==> config.mk <==
export PLATFORM = sky130hd
export DESIGN_NAME = score_display_scanner
export DESIGN_NICKNAME = d
export VERILOG_FILES = /design/src/rtl/pong_display_pkg.sv /design/src/rtl/bin2bcd_seq.sv /design/src/rtl/score_display_scanner.sv
export SDC_FILE = /design/constraint.sdc
export NUM_CORES = 1
export LEC_CHECK = 0
export CORE_UTILIZATION = 30
export CTS_BUF_LIST = sky130_fd_sc_hd__clkbuf_4 sky130_fd_sc_hd__clkbuf_8
export DETAILED_ROUTE_END_ITERATION = 8
export HOLD_SLACK_MARGIN = 0.12
export PLACE_DENSITY = 0.53
export SYNTH_ARGS = -nofsm -noshare
export SYNTH_HDL_FRONTEND = slang
export SYNTH_SLANG_ARGS = --single-unit
export TNS_END_PERCENT = 10
==> constraint.sdc <==
create_clock -name clk -period 2.3 [get_ports clk]
set_clock_uncertainty 0.1 [all_clocks]
set_input_delay 0.69 -clock clk [delete_from_list [all_inputs] [get_ports clk]]
set_output_delay 0.69 -clock clk [all_outputs]
set_load 0.1 [all_outputs]
==> src/rtl/pong_display_pkg.sv <==
// rtl/pong_display_pkg.sv - shared constants, slot map and FSM states for the score display scanner
package pong_display_pkg;

    localparam int DIGIT_W   = 4;
    localparam int NUM_SLOTS = 4;
    localparam int MAX_SCORE = 99;
    localparam int BCD_ITER  = 7;

    localparam logic [1:0] SLOT_R_ONES = 2'd0;
    localparam logic [1:0] SLOT_R_TENS = 2'd1;
    localparam logic [1:0] SLOT_L_ONES = 2'd2;
    localparam logic [1:0] SLOT_L_TENS = 2'd3;

    typedef enum logic [1:0] {
        ST_IDLE,
        ST_SHIFT,
        ST_COMMIT
    } scan_state_t;

endpackage

==> src/rtl/bin2bcd_seq.sv <==
// rtl/bin2bcd_seq.sv - sequential double-dabble converter, 7-bit binary (0..99) to two BCD digits
module bin2bcd_seq
    import pong_display_pkg::*;
(
    input  logic                clk,
    input  logic                reset,
    input  logic                start,
    input  logic [BCD_ITER-1:0] bin,
    output logic                done,
    output logic [DIGIT_W-1:0]  tens,
    output logic [DIGIT_W-1:0]  ones
);

    localparam int SH_W = 2 * DIGIT_W + BCD_ITER;

    logic [SH_W-1:0] shreg;
    logic [SH_W-1:0] adjusted;
    logic [2:0]      iter_left;

    // Add-3 correction on both BCD nibbles before each shift; input is pre-clamped so no hundreds digit.
    always_comb begin
        adjusted = shreg;
        if (shreg[SH_W-1 -: DIGIT_W] >= 4'd5) begin
            adjusted[SH_W-1 -: DIGIT_W] = shreg[SH_W-1 -: DIGIT_W] + 4'd3;
        end
        if (shreg[SH_W-DIGIT_W-1 -: DIGIT_W] >= 4'd5) begin
            adjusted[SH_W-DIGIT_W-1 -: DIGIT_W] = shreg[SH_W-DIGIT_W-1 -: DIGIT_W] + 4'd3;
        end
    end

    always_ff @(posedge clk) begin
        if (reset) begin
            shreg     <= '0;
            iter_left <= '0;
        end else if (start) begin
            shreg     <= {{(2 * DIGIT_W){1'b0}}, bin};
            iter_left <= 3'(BCD_ITER);
        end else if (iter_left != 3'd0) begin
            shreg     <= {adjusted[SH_W-2:0], 1'b0};
            iter_left <= iter_left - 3'd1;
        end
    end

    // High during the cycle whose closing edge performs the final iteration.
    assign done = (iter_left == 3'd1);
    assign tens = shreg[SH_W-1 -: DIGIT_W];
    assign ones = shreg[SH_W-DIGIT_W-1 -: DIGIT_W];

endmodule

==> src/rtl/score_display_scanner.sv <==
// rtl/score_display_scanner.sv - BCD-converts two scores and scans four digits to the decoder; optional DISPLAY_TEST_EN
module score_display_scanner
    import pong_display_pkg::*;
#(
    parameter int REFRESH_DIV = 100000,
    parameter int SCORE_W     = 7
) (
    input  logic               clk,
    input  logic               reset,
    input  logic [SCORE_W-1:0] score_left,
    input  logic [SCORE_W-1:0] score_right,
    output logic [1:0]         en,
    output logic [DIGIT_W-1:0] num,
    output logic               busy
`ifdef DISPLAY_TEST_EN
    ,
    input  logic               test_mode
`endif
);

    localparam int CNT_W = (REFRESH_DIV > 1) ? $clog2(REFRESH_DIV) : 1;

    logic [CNT_W-1:0]    refresh_cnt;
    logic                refresh_tc;
    logic [BCD_ITER-1:0] sat_left;
    logic [BCD_ITER-1:0] sat_right;
    logic [BCD_ITER-1:0] cap_left;
    logic [BCD_ITER-1:0] cap_right;
    scan_state_t         state;
    scan_state_t         state_next;
    logic                conv_start;
    logic                commit;
    logic                done_left;
    logic                done_right;
    logic [DIGIT_W-1:0]  tens_left;
    logic [DIGIT_W-1:0]  ones_left;
    logic [DIGIT_W-1:0]  tens_right;
    logic [DIGIT_W-1:0]  ones_right;
    logic [DIGIT_W-1:0]  digit [NUM_SLOTS];

    assign refresh_tc = (refresh_cnt == CNT_W'(REFRESH_DIV - 1));

    always_ff @(posedge clk) begin
        if (reset) begin
            refresh_cnt <= '0;
            en          <= 2'd0;
        end else if (refresh_tc) begin
            refresh_cnt <= '0;
            en          <= en + 2'd1;
        end else begin
            refresh_cnt <= refresh_cnt + CNT_W'(1);
        end
    end

    always_comb begin
        sat_left  = (score_left  > SCORE_W'(MAX_SCORE)) ? BCD_ITER'(MAX_SCORE) : score_left[BCD_ITER-1:0];
        sat_right = (score_right > SCORE_W'(MAX_SCORE)) ? BCD_ITER'(MAX_SCORE) : score_right[BCD_ITER-1:0];
    end

    // Comparing against the saturated copy keeps an over-range score from retriggering forever.
    always_comb begin
        state_next = state;
        conv_start = 1'b0;
        commit     = 1'b0;
        case (state)
            ST_IDLE: begin
                if ((sat_left != cap_left) || (sat_right != cap_right)) begin
                    conv_start = 1'b1;
                    state_next = ST_SHIFT;
                end
            end
            ST_SHIFT: begin
                if (done_left && done_right) begin
                    state_next = ST_COMMIT;
                end
            end
            ST_COMMIT: begin
                commit     = 1'b1;
                state_next = ST_IDLE;
            end
            default: state_next = ST_IDLE;
        endcase
    end

    always_ff @(posedge clk) begin
        if (reset) begin
            state     <= ST_IDLE;
            cap_left  <= '0;
            cap_right <= '0;
        end else begin
            state <= state_next;
            if (conv_start) begin
                cap_left  <= sat_left;
                cap_right <= sat_right;
            end
        end
    end

    always_ff @(posedge clk) begin
        if (reset) begin
            for (int i = 0; i < NUM_SLOTS; i++) begin
                digit[i] <= '0;
            end
        end else if (commit) begin
            digit[SLOT_R_ONES] <= ones_right;
            digit[SLOT_R_TENS] <= tens_right;
            digit[SLOT_L_ONES] <= ones_left;
            digit[SLOT_L_TENS] <= tens_left;
        end
    end

    bin2bcd_seq u_conv_left (
        .clk   (clk),
        .reset (reset),
        .start (conv_start),
        .bin   (sat_left),
        .done  (done_left),
        .tens  (tens_left),
        .ones  (ones_left)
    );

    bin2bcd_seq u_conv_right (
        .clk   (clk),
        .reset (reset),
        .start (conv_start),
        .bin   (sat_right),
        .done  (done_right),
        .tens  (tens_right),
        .ones  (ones_right)
    );

    assign busy = (state != ST_IDLE);

    always_comb begin
        num = digit[en];
`ifdef DISPLAY_TEST_EN
        if (test_mode) begin
            num = 4'd8;
        end
`endif
    end

endmodule

==> qor.log, run 1 <==
[cts] TritonCTS sink count 89
[grt] initial antenna violation count 0
[worst_setup_path] largest fanout on the critical path 4
[place] post-placement worst setup slack -0.7388 ns
[yosys] post-synth top area share 0.3373
[worst_setup_path] path depth of the worst reg2reg path 7
[power] switching power summed over all nets 0.8693 mW
[cells_and_area] Antenna Diode Count 0
[detailed_routing] DRT iter0 DRCs 152
[yosys] Mapped Area 4333 µm²
[timing] pin slew with the least headroom to its limit 0.5008 ns
[yosys] library cell with the largest summed area after synthesis dfxtp_1
[grt] vias in the first global route 3,234
[timing] final-report setup violation count 0
[yosys] count of mapped cells out of synthesis 448
[place] instance count after placement with tap cells included 659
[worst_setup_path] Worst R2R Setup Slack 0.18 ns
[die] I/O pin count 23
[worst_setup_path] Setup CP Type flip-flop to output port
[cts] cts hold-fix bufs 0
[cells_and_area] Design Area, Final 5364 µm²
[worst_setup_path] Largest delay share family, worst path multiplexers
[worst_setup_path] Reg2Reg Capture Point cap_left[4]$_SDFFE_PP0P_
[die] Die H 122.2 µm
[yosys] most frequent cell after synthesis dfxtp_1
[hold_path] worst hold path class flip-flop to flip-flop
[cells_and_area] post-layout utilization of the core 0.3835
[die] Core Box Area 13,990 µm²
[detailed_routing] Post-route DRC 0
[cts] Longest Clk Path Bufs 2
[hold_path] worst hold start refresh_cnt[0]$_SDFF_PP0_
[worst_setup_path] largest stage delay on the critical path 0.54 ns
[worst_setup_path] number of cells on the critical path 2
[timing] Worst slew margin 0.6661
[yosys] number of enable flip-flop cells after synthesis 16
[place] post-detailed-placement cell area 4987 µm²
[grt] overall global routing resource usage 0.1341
[worst_setup_path] series of cell instances along the critical path mux4_2, buf_12
[yosys] Primary FF master, synth dfxtp_1
[cells_and_area] fraction of final layout cells with drive strength greater than 1 0.2036
[yosys] share of async-settable or async-resettable flops after synthesis 0
[worst_setup_path] endpoint of the worst setup timing path num[0]
[yosys] number of synthesized register bits 89
[power] proportion of power drawn by combinational gates 0.141
[timing] final critical-path setup slack 0.01062 ns
[detailed_routing] Antenna Violating Nets Remaining 0
[worst_setup_path] reg-to-reg startpoint cap_right[3]$_SDFFE_PP0P_
[cells_and_area] Layout Area Growth over Synthesis 23.79%
[cts] number of buffers created by CTS 9
[flow_run] max-cap viol count 0
[timing] post-layout min period 2.289 ns
[grt] Remaining Overflow, GRT 0
[detailed_routing] Total Routed Length 9.329 mm
[timing] number of failing hold endpoints at the final stage 0
[worst_setup_path] arrival time at the worst endpoint 1.50 ns
[cts] Clk Tree Root Cell clkbuf_8
[detailed_routing] vias after detailed routing 3,326
[power] switching part of the total power 0.2505
[worst_setup_path] worst endpoint required time 1.51 ns
[timing] maximum operating frequency 436.8 MHz
[yosys] cell types occupying the most area after synthesis dfxtp_1 (34%), edfxtp_1 (11%), ha_1 (4.3%)
[power] clock group share of total power 0.369
[timing] Max Slew Vio Count 0
[yosys] number of library cell types mapped by synthesis 49
[outcome] run status complete, no violations
[die] Std-Cell Rows 43
[worst_setup_path] Setup crit end kind output port
[power] leakage power 2.081 nW
[timing] unrepaired setup endpoints after global routing true
[place] hpwl dp 6.569 mm
[power] Max rail drop VDD 0.0004240 V
[cells_and_area] final standard cell count with taps included and fillers excluded 681
[timing] final period utilization 0.9954
[place] final estimated routing congestion in global placement 0.7245
[detailed_routing] first-pass detailed-route iteration total 4
[worst_setup_path] slowest stage cell, crit path mux4_2
[cts] clock transition at the register clock pins on the worst setup and hold paths after CTS 0.09 ns
[cts] clock tree from TritonCTS yes
[detailed_routing] Avg Vias per Cell 4.884
[worst_setup_path] Critical Path Source Type flip-flop
[yosys] warning count from the yosys run 0
[die] die width 122.2 µm
[place] count of input and output buffers 22
[grt] largest net degree at the start of global routing 33
[yosys] synthesized area per cell 9.672 µm²
[cts] clock latency of the later-clocked register in the worst-skew pair 0.37 ns
[die] Die Area 14,930 µm²
[yosys] Net Count, Synth 479
[grt] wire length of the first global-routing pass 15.50 mm
[power] power density over cell area 646.9 nW/µm²
[power] proportion of power drawn by flip-flops and latches 0.489
[die] initial core utilization 0.3097
[detailed_routing] DR WL/cell 13.70 µm
[cts] CTS HTree Levels 3
[yosys] Post-synth top cells dfxtp_1 (73), nor2_1 (40), nor3_1 (27)
[power] cell-internal power 2.601 mW
[yosys] sequential element share of the synthesized area 0.4482
[worst_setup_path] critical path buffer and inverter count 1
[cells_and_area] final-stage net count 527
## through the flow
stage / power (mW) / setup TNS, ns / hold WS [ns]
final: 3.470 / 0 / 0.3762
after global routing: 3.632 / -0.3376 / 0.4118
after CTS: 3.498 / -0.06276 / 0.3814
after detailed placement: 2.200 / -33.30 / 0.3605
after global placement: 2.189 / -31.02 / 0.3377
after floorplan: 2.033 / 0 / 0.3261
## power groups by stage
| stage | clock network (mW) | registers (mW) | logic [mW] |
|---|---|---|---|
| detailed placement | 0 | 1.73 | 0.467 |
| floorplan | 0 | 1.72 | 0.315 |
| finish | 1.28 | 1.70 | 0.490 |
| global placement | 0 | 1.73 | 0.458 |
| global route | 1.38 | 1.71 | 0.542 |
| CTS | 1.32 | 1.70 | 0.483 |
## timing repair
item | 4_1_cts | 5_1_grt
pin swaps | 14 | 10
cloned | 0 | 1
endpoints found under the setup margin | 55 | 38
setup buffers | 3 | 2
hold endpoints to repair | 0 | 0
resized for setup | 36 | 15
## cells in the final DEF, fill, tap and decap left out, types with 3 or more instances in the layout
cell and instances:
a21oi_1 26, and3_1 16, xnor2_1 16, nor2b_1 5, buf_6 5, mux2i_1 18, clkbuf_2 5, o211ai_1 4
mux2_2 3, o31ai_1 7, mux4_2 4, nor2_1 39, nand2_1 24, o21ai_0 18, o2111ai_2 3, nor3b_1 4
buf_4 32, and2_1 9, dlygate4sd2_1 7, o32ai_2 3, edfxtp_1 16, nand2b_1 7, bufinv_16 3, dfxtp_1 72
and4_1 3, nand4_1 4, nand3_1 10, inv_1 18, mux2_4 3, ha_1 15, nor3_1 27, a221oi_1 4
buf_12 8, xor2_1 15, clkbuf_8 9
## how the worst min path moves through the flow
stage | end | slack, ns | cells past startpoint
global placement | refresh_cnt[0]$_SDFF_PP0_ | 0.34 | 1
finish | refresh_cnt[0]$_SDFF_PP0_ | 0.38 | 1
CTS | refresh_cnt[0]$_SDFF_PP0_ | 0.38 | 1
global route | refresh_cnt[0]$_SDFF_PP0_ | 0.41 | 1
detailed placement | refresh_cnt[0]$_SDFF_PP0_ | 0.36 | 1
floorplan | refresh_cnt[0]$_SDFF_PP0_ | 0.33 | 1
## state kept, by name, indices dropped and copies added, names as in the netlist, named ones only
name	count
refresh_cnt	17
digit	16
u_conv_left.shreg	15
u_conv_right.shreg	15
cap_left	7
cap_right	7
u_conv_left.iter_left	3
u_conv_right.iter_left	3
en	2
state	2
## kinds of logic (layout without fill, tap and decap cells)
| logic type | count (synthesis) | count (layout) | synth area share |
|---|---|---|---|
| flops | 89 | 89 | 0.4482 |
| buf+inv | 42 | 95 | 0.04245 |
| compound gates | 84 | 84 | 0.1325 |
| simple gates | 158 | 158 | 0.1891 |
| fa+ha+maj | 15 | 15 | 0.04332 |
| xor+xnor | 32 | 32 | 0.06642 |
| mux | 28 | 28 | 0.07797 |
## routing by layer
metal | vias to the layer above | wire length [µm] | share of wire | GRT usage
met3 | 11 | 394 | 0.042 | 0.04307
met5 | - | 0 | 0 | 0
met2 | 58 | 4267 | 0.46 | 0.2119
met4 | 0 | 164 | 0.018 | 0.05030
li1 | 1695 | - | - | -
met1 | 1562 | 4502 | 0.48 | 0.1698
## area by class of cell
type | instances | area [µm²]
Clock buffer | 10 | 131.4
Inverter | 18 | 67.56
Fill cell | 1405 | 8625
Timing Repair Buffer | 61 | 573.1
Multi-Input combinational cell | 317 | 2313
Sequential cell | 89 | 1946
Tap cell | 180 | 225.2
Clock inverter | 6 | 107.6
(Power assumes the default switching activity.)
==> run 2: changes to the inputs <==
--- a/config.mk
+++ b/config.mk
@@ -12,5 +12,6 @@
 export PLACE_DENSITY = 0.53
 export SYNTH_ARGS = -nofsm -noshare
 export SYNTH_HDL_FRONTEND = slang
+export SYNTH_HIERARCHICAL = 1
 export SYNTH_SLANG_ARGS = --single-unit
 export TNS_END_PERCENT = 10
==> run 2 against run 1 <==
Against the previous run: the flow now finishes with violations (setup timing); hold slack got worse by 0.012 ns; die area up 2.1%; area after synthesis increased by 2.1%; wire length down 2.9%; clock power fell by 11%; sequential power barely moved; global-route usage fell by 0.56 points; non-clock buffer count up 1; combinational power increased by 14%.
==> qor.log, run 2 <==
[detailed_routing] DRT iter0 DRCs 126 [was 152]
[timing] pin slew with the least headroom to its limit 0.6388 ns [was 0.5008 ns]
[detailed_routing] met2 wire length 4.166 mm [was 4.267 mm]
[worst_setup_path] largest stage delay on the critical path 0.41 ns [was 0.54 ns]
[worst_setup_path] Critical Path Source Type input pin [was flip-flop]
[yosys] Net Count, Synth 510 [was 479]
[outcome] failing checks setup timing
[power] total design power 3.412 mW [was 3.470 mW]
[grt] wire length of the first global-routing pass 15.27 mm [was 15.50 mm]
[die] I/O pin count 23 [unchanged]
[detailed_routing] Post-route DRC 0 [unchanged]
[timing] Max Slew Vio Count 0 [unchanged]
[cts] clock latency of the later-clocked register in the worst-skew pair 0.37 ns [about the same]
[worst_setup_path] worst endpoint required time 2.48 ns [was 1.51 ns]
[cells_and_area] number of fill cells in the layout 1,464 [was 1,405]
[worst_setup_path] arrival time at the worst endpoint 2.62 ns [was 1.50 ns]
[worst_setup_path] series of cell instances along the critical path buf_8, nor4bb_4, a31oi_1, o32ai_2, nand2_1, o41ai_4, inv_2, or2_4, nor2_4, nand2_1, o311ai_1 [was mux4_2, buf_12]
[cts] TritonCTS sink count 89 [unchanged]
[grt] initial antenna violation count 0 [unchanged]
[die] Die Area 15,240 µm² [was 14,930 µm²]
[die] die width 123.5 µm [was 122.2 µm]
[hold_path] worst hold path class flip-flop to flip-flop [unchanged]
[yosys] library cell with the largest summed area after synthesis dfxtp_1 [unchanged]
[timing] post-layout min period 2.434 ns [was 2.289 ns]
[worst_setup_path] slowest stage cell, crit path o41ai_4 [was mux4_2]
[place] final estimated routing congestion in global placement 0.7346 [was 0.7245]
[timing] final critical-path setup slack -0.1344 ns [was 0.01062 ns]
[worst_setup_path] reg-to-reg startpoint cap_right[4]$_SDFFE_PP0P_ [was cap_right[3]$_SDFFE_PP0P_]
[hold_path] Hold Path Cell Cnt 1 [unchanged]
[outcome] run status finished with violations [was complete, no violations]
[yosys] Primary FF master, synth dfxtp_1 [unchanged]
[cells_and_area] Layout Area Growth over Synthesis 26.72% [was 23.79%]
[yosys] cell types occupying the most area after synthesis dfxtp_1 (33%), edfxtp_1 (11%), nor2_1 (5.4%) [was dfxtp_1 (34%), edfxtp_1 (11%), ha_1 (4.3%)]
[die] Die H 123.5 µm [was 122.2 µm]
[cts] clock transition at the register clock pins on the worst setup and hold paths after CTS 0.10 ns [was 0.09 ns]
[cells_and_area] Antenna Diode Count 0 [unchanged]
[die] Std-Cell Rows 44 [was 43]
[timing] number of failing hold endpoints at the final stage 0 [unchanged]
[detailed_routing] Antenna Violating Nets Remaining 0 [unchanged]
[yosys] most frequent cell after synthesis dfxtp_1 [unchanged]
[detailed_routing] DR WL/cell 12.57 µm [was 13.70 µm]
[detailed_routing] Total Routed Length 9.061 mm [was 9.329 mm]
[detailed_routing] met3 WL post-DR 274 µm [was 394 µm]
[place] hpwl dp 6.370 mm [was 6.569 mm]
[cells_and_area] register with the most flip-flops refresh_cnt [unchanged]
[detailed_routing] DRT met1 WL 4.454 mm [was 4.502 mm]
[grt] overall global routing resource usage 0.1285 [was 0.1341]
[yosys] number of library cell types mapped by synthesis 52 [was 49]
[yosys] share of async-settable or async-resettable flops after synthesis 0 [unchanged]
[flow_run] max-cap viol count 0 [unchanged]
[cells_and_area] final standard cell count with taps included and fillers excluded 721 [was 681]
[grt] Remaining Overflow, GRT 0 [unchanged]
[timing] maximum operating frequency 410.8 MHz [was 436.8 MHz]
[place] instance count after placement with tap cells included 701 [was 659]
[power] power density over cell area 608.3 nW/µm² [was 646.9 nW/µm²]
[worst_setup_path] Reg2Reg Capture Point u_conv_right/shreg[9]$_SDFFE_PP0P_ [was cap_left[4]$_SDFFE_PP0P_]
[grt] vias in the first global route 3,288 [was 3,234]
[yosys] post-synth top area share 0.3302 [was 0.3373]
[worst_setup_path] Setup crit end kind flip-flop [was output port]
[worst_setup_path] path depth of the worst reg2reg path 10 [was 7]
[yosys] Mapped Area 4425 µm² [was 4333 µm²]
[yosys] number of enable flip-flop cells after synthesis 16 [unchanged]
[cells_and_area] commonest non-fill, non-tap cells in the layout dfxtp_1 (70), nor2_1 (58), nand2_1 (53), buf_4 (31), a21oi_1 (19) [was dfxtp_1 (72), nor2_1 (39), buf_4 (32), nor3_1 (27), a21oi_1 (26)]
[yosys] warning count from the yosys run 6 [was 0]
[power] leakage power 2.144 nW [was 2.081 nW]
[detailed_routing] vias after detailed routing 3,391 [was 3,326]
[die] initial core utilization 0.3057 [was 0.3097]
[cts] clock tree from TritonCTS yes [unchanged]
[die] Core Box Area 14,480 µm² [was 13,990 µm²]
[yosys] number of synthesized register bits 89 [unchanged]
[power] Max rail drop VDD 0.0002669 V [was 0.0004240 V]
[cts] Longest Clk Path Bufs 2 [unchanged]
[timing] worst slack on hold paths 0.3645 ns [was 0.3762 ns]
[yosys] sequential element share of the synthesized area 0.4388 [was 0.4482]
[cells_and_area] most frequent standard cell in the layout excluding fill and tap cells dfxtp_1 [unchanged]
[worst_setup_path] cell type with the highest occurrence count on the critical path nand2_1
[worst_setup_path] largest fanout on the critical path 8 [was 4]
[worst_setup_path] Setup CP Type input pin to flip-flop [was flip-flop to output port]
[hold_path] hold worst-path end refresh_cnt[0]$_SDFF_PP0_ [unchanged]
[yosys] synthesized area per cell 9.239 µm² [was 9.672 µm²]
[timing] final period utilization 1.058 [was 0.9954]
[detailed_routing] first-pass detailed-route iteration total 4 [unchanged]
[detailed_routing] Avg Vias per Cell 4.703 [was 4.884]
[worst_setup_path] critical path buffer and inverter count 2 [was 1]
[worst_setup_path] Largest delay share family, worst path simple AND/OR/NAND/NOR gates [was multiplexers]
[worst_setup_path] Worst R2R Setup Slack -0.10 ns [was 0.18 ns]
[timing] unrepaired setup endpoints after global routing true [unchanged]
[cts] CTS HTree Levels 3 [unchanged]
[detailed_routing] top metal layer carrying routed signals met4 [unchanged]
[place] post-placement worst setup slack -0.9289 ns [was -0.7388 ns]
[cts] number of buffers created by CTS 9 [unchanged]
[timing] Worst slew margin 0.5726 [was 0.6661]
[cells_and_area] largest registers refresh_cnt (17), digit (16) [unchanged]
[yosys] count of mapped cells out of synthesis 479 [was 448]
[cells_and_area] max reg flops 17 [unchanged]
[cells_and_area] fraction of final layout cells with drive strength greater than 1 0.2365 [was 0.2036]
[timing] final-report setup violation count 22 [was 0]
[grt] largest net degree at the start of global routing 25 [was 33]
[timing] total negative setup slack -1.064 ns [was 0 ns]
[place] count of input and output buffers 22 [unchanged]
[hold_path] worst hold start refresh_cnt[0]$_SDFF_PP0_ [unchanged]
[cts] Clk Tree Root Cell clkbuf_8 [unchanged]
[yosys] Post-synth top cells dfxtp_1 (73), nor2_1 (64), nand2_1 (56) [was dfxtp_1 (73), nor2_1 (40), nor3_1 (27)]
[cells_and_area] final-stage net count 563 [was 527]
[run 2: changes by cell type in the layout (fill, tap and decap cells not counted), moves of 6 or more]
cell / previous run / this run
o21ai_0: 18 / 10
and3_1: 16 / 3
nand2b_1: 7 / 18
nor3_1: 27 / 4
or2b_1: 0 / 6
and2_1: 9 / 18
a311oi_1: 0 / 12
nand2_1: 24 / 53
a21oi_1: 26 / 19
nor2_1: 39 / 58
[run 2: final cells by class]
type,instances,area (µm²),share of cell area
well taps,184,230.2,0.04105
multi-input cells,351,2519,0.4491
flip-flops and latches,89,1948,0.3474
clock inverters,6,75.07,0.01339
repair buffers,62,633.1,0.1129
clock buffers,10,131.4,0.02343
inverters,19,71.32,0.01272
[run 2: cell families (layout without fill, tap and decap cells)]
group                    count (synthesis)  in the layout  synth area share
AND/OR/NAND/NOR                        223            223            0.2567
AO/OA/AOI/OAI                           64             64            0.1018
multiplexers                            20             20           0.05767
buffers and inverters                   39             97           0.04354
adder cells (fa/ha/maj)                 15             15           0.04241
XOR/XNOR                                29             29           0.05909
flip-flops                              89             89            0.4388
[run 2: worst register-to-register path: stages, from the launching register on]
cell      delay, ns
dfxtp_2        0.36
nor4bb_4       0.27
a31oi_1        0.07
o32ai_2        0.17
nand2_1        0.15
o41ai_4        0.41
inv_2          0.16
or2_4          0.32
nor2_4         0.16
nand2_1        0.07
o311ai_1       0.08
[run 2: per-stage QoR]
step	utilization	instance area, µm²
floorplan	-	4451
global placement	0.3562	5157
detailed placement	0.3562	5157
CTS	0.3799	5500
global route	0.3873	5608
finish	0.3873	5608
[run 2: how the worst max path moves through the flow]
stage                                   start                                 end  depth (start not counted)
finish                         score_right[3]  u_conv_right/shreg[9]$_SDFFE_PP0P_                         11
global route        cap_right[4]$_SDFFE_PP0P_  u_conv_right/shreg[9]$_SDFFE_PP0P_                         10
detailed placement             score_right[6]  u_conv_right/shreg[8]$_SDFFE_PP0P_                         11
global placement               score_right[5]  u_conv_right/shreg[9]$_SDFFE_PP0P_                         11
floorplan                       score_left[3]   u_conv_left/shreg[0]$_SDFFE_PP0P_                         10
CTS                            score_right[6]   u_conv_left/shreg[9]$_SDFFE_PP0P_                         11
[run 2: routing by layer]
metal  global-route usage  vias to the layer above
met5                    0                        -
met4              0.05873                        0
met3              0.02721                       15
li1                     -                     1749
met2               0.2053                       47
met1               0.1654                     1580
[run 2: what timing repair did]
action                                  4_1_cts  5_1_grt
endpoints found under the setup margin       52       49
gates resized for setup                      52       39
buffers inserted                              4        0
hold buffers                                  0        0
hold endpoints to repair                      0        0
pin swaps                                    19       20
gates cloned                                  0        0
[run 2: where the power goes]
| part | internal (mW) | total (mW) | switching [mW] |
|---|---|---|---|
| Combinational | 0.261 | 0.561 | 0.299 |
| Clock | 0.532 | 1.14 | 0.608 |
| Sequential | 1.65 | 1.71 | 0.0561 |
| Total | 2.45 | 3.41 | 0.964 |
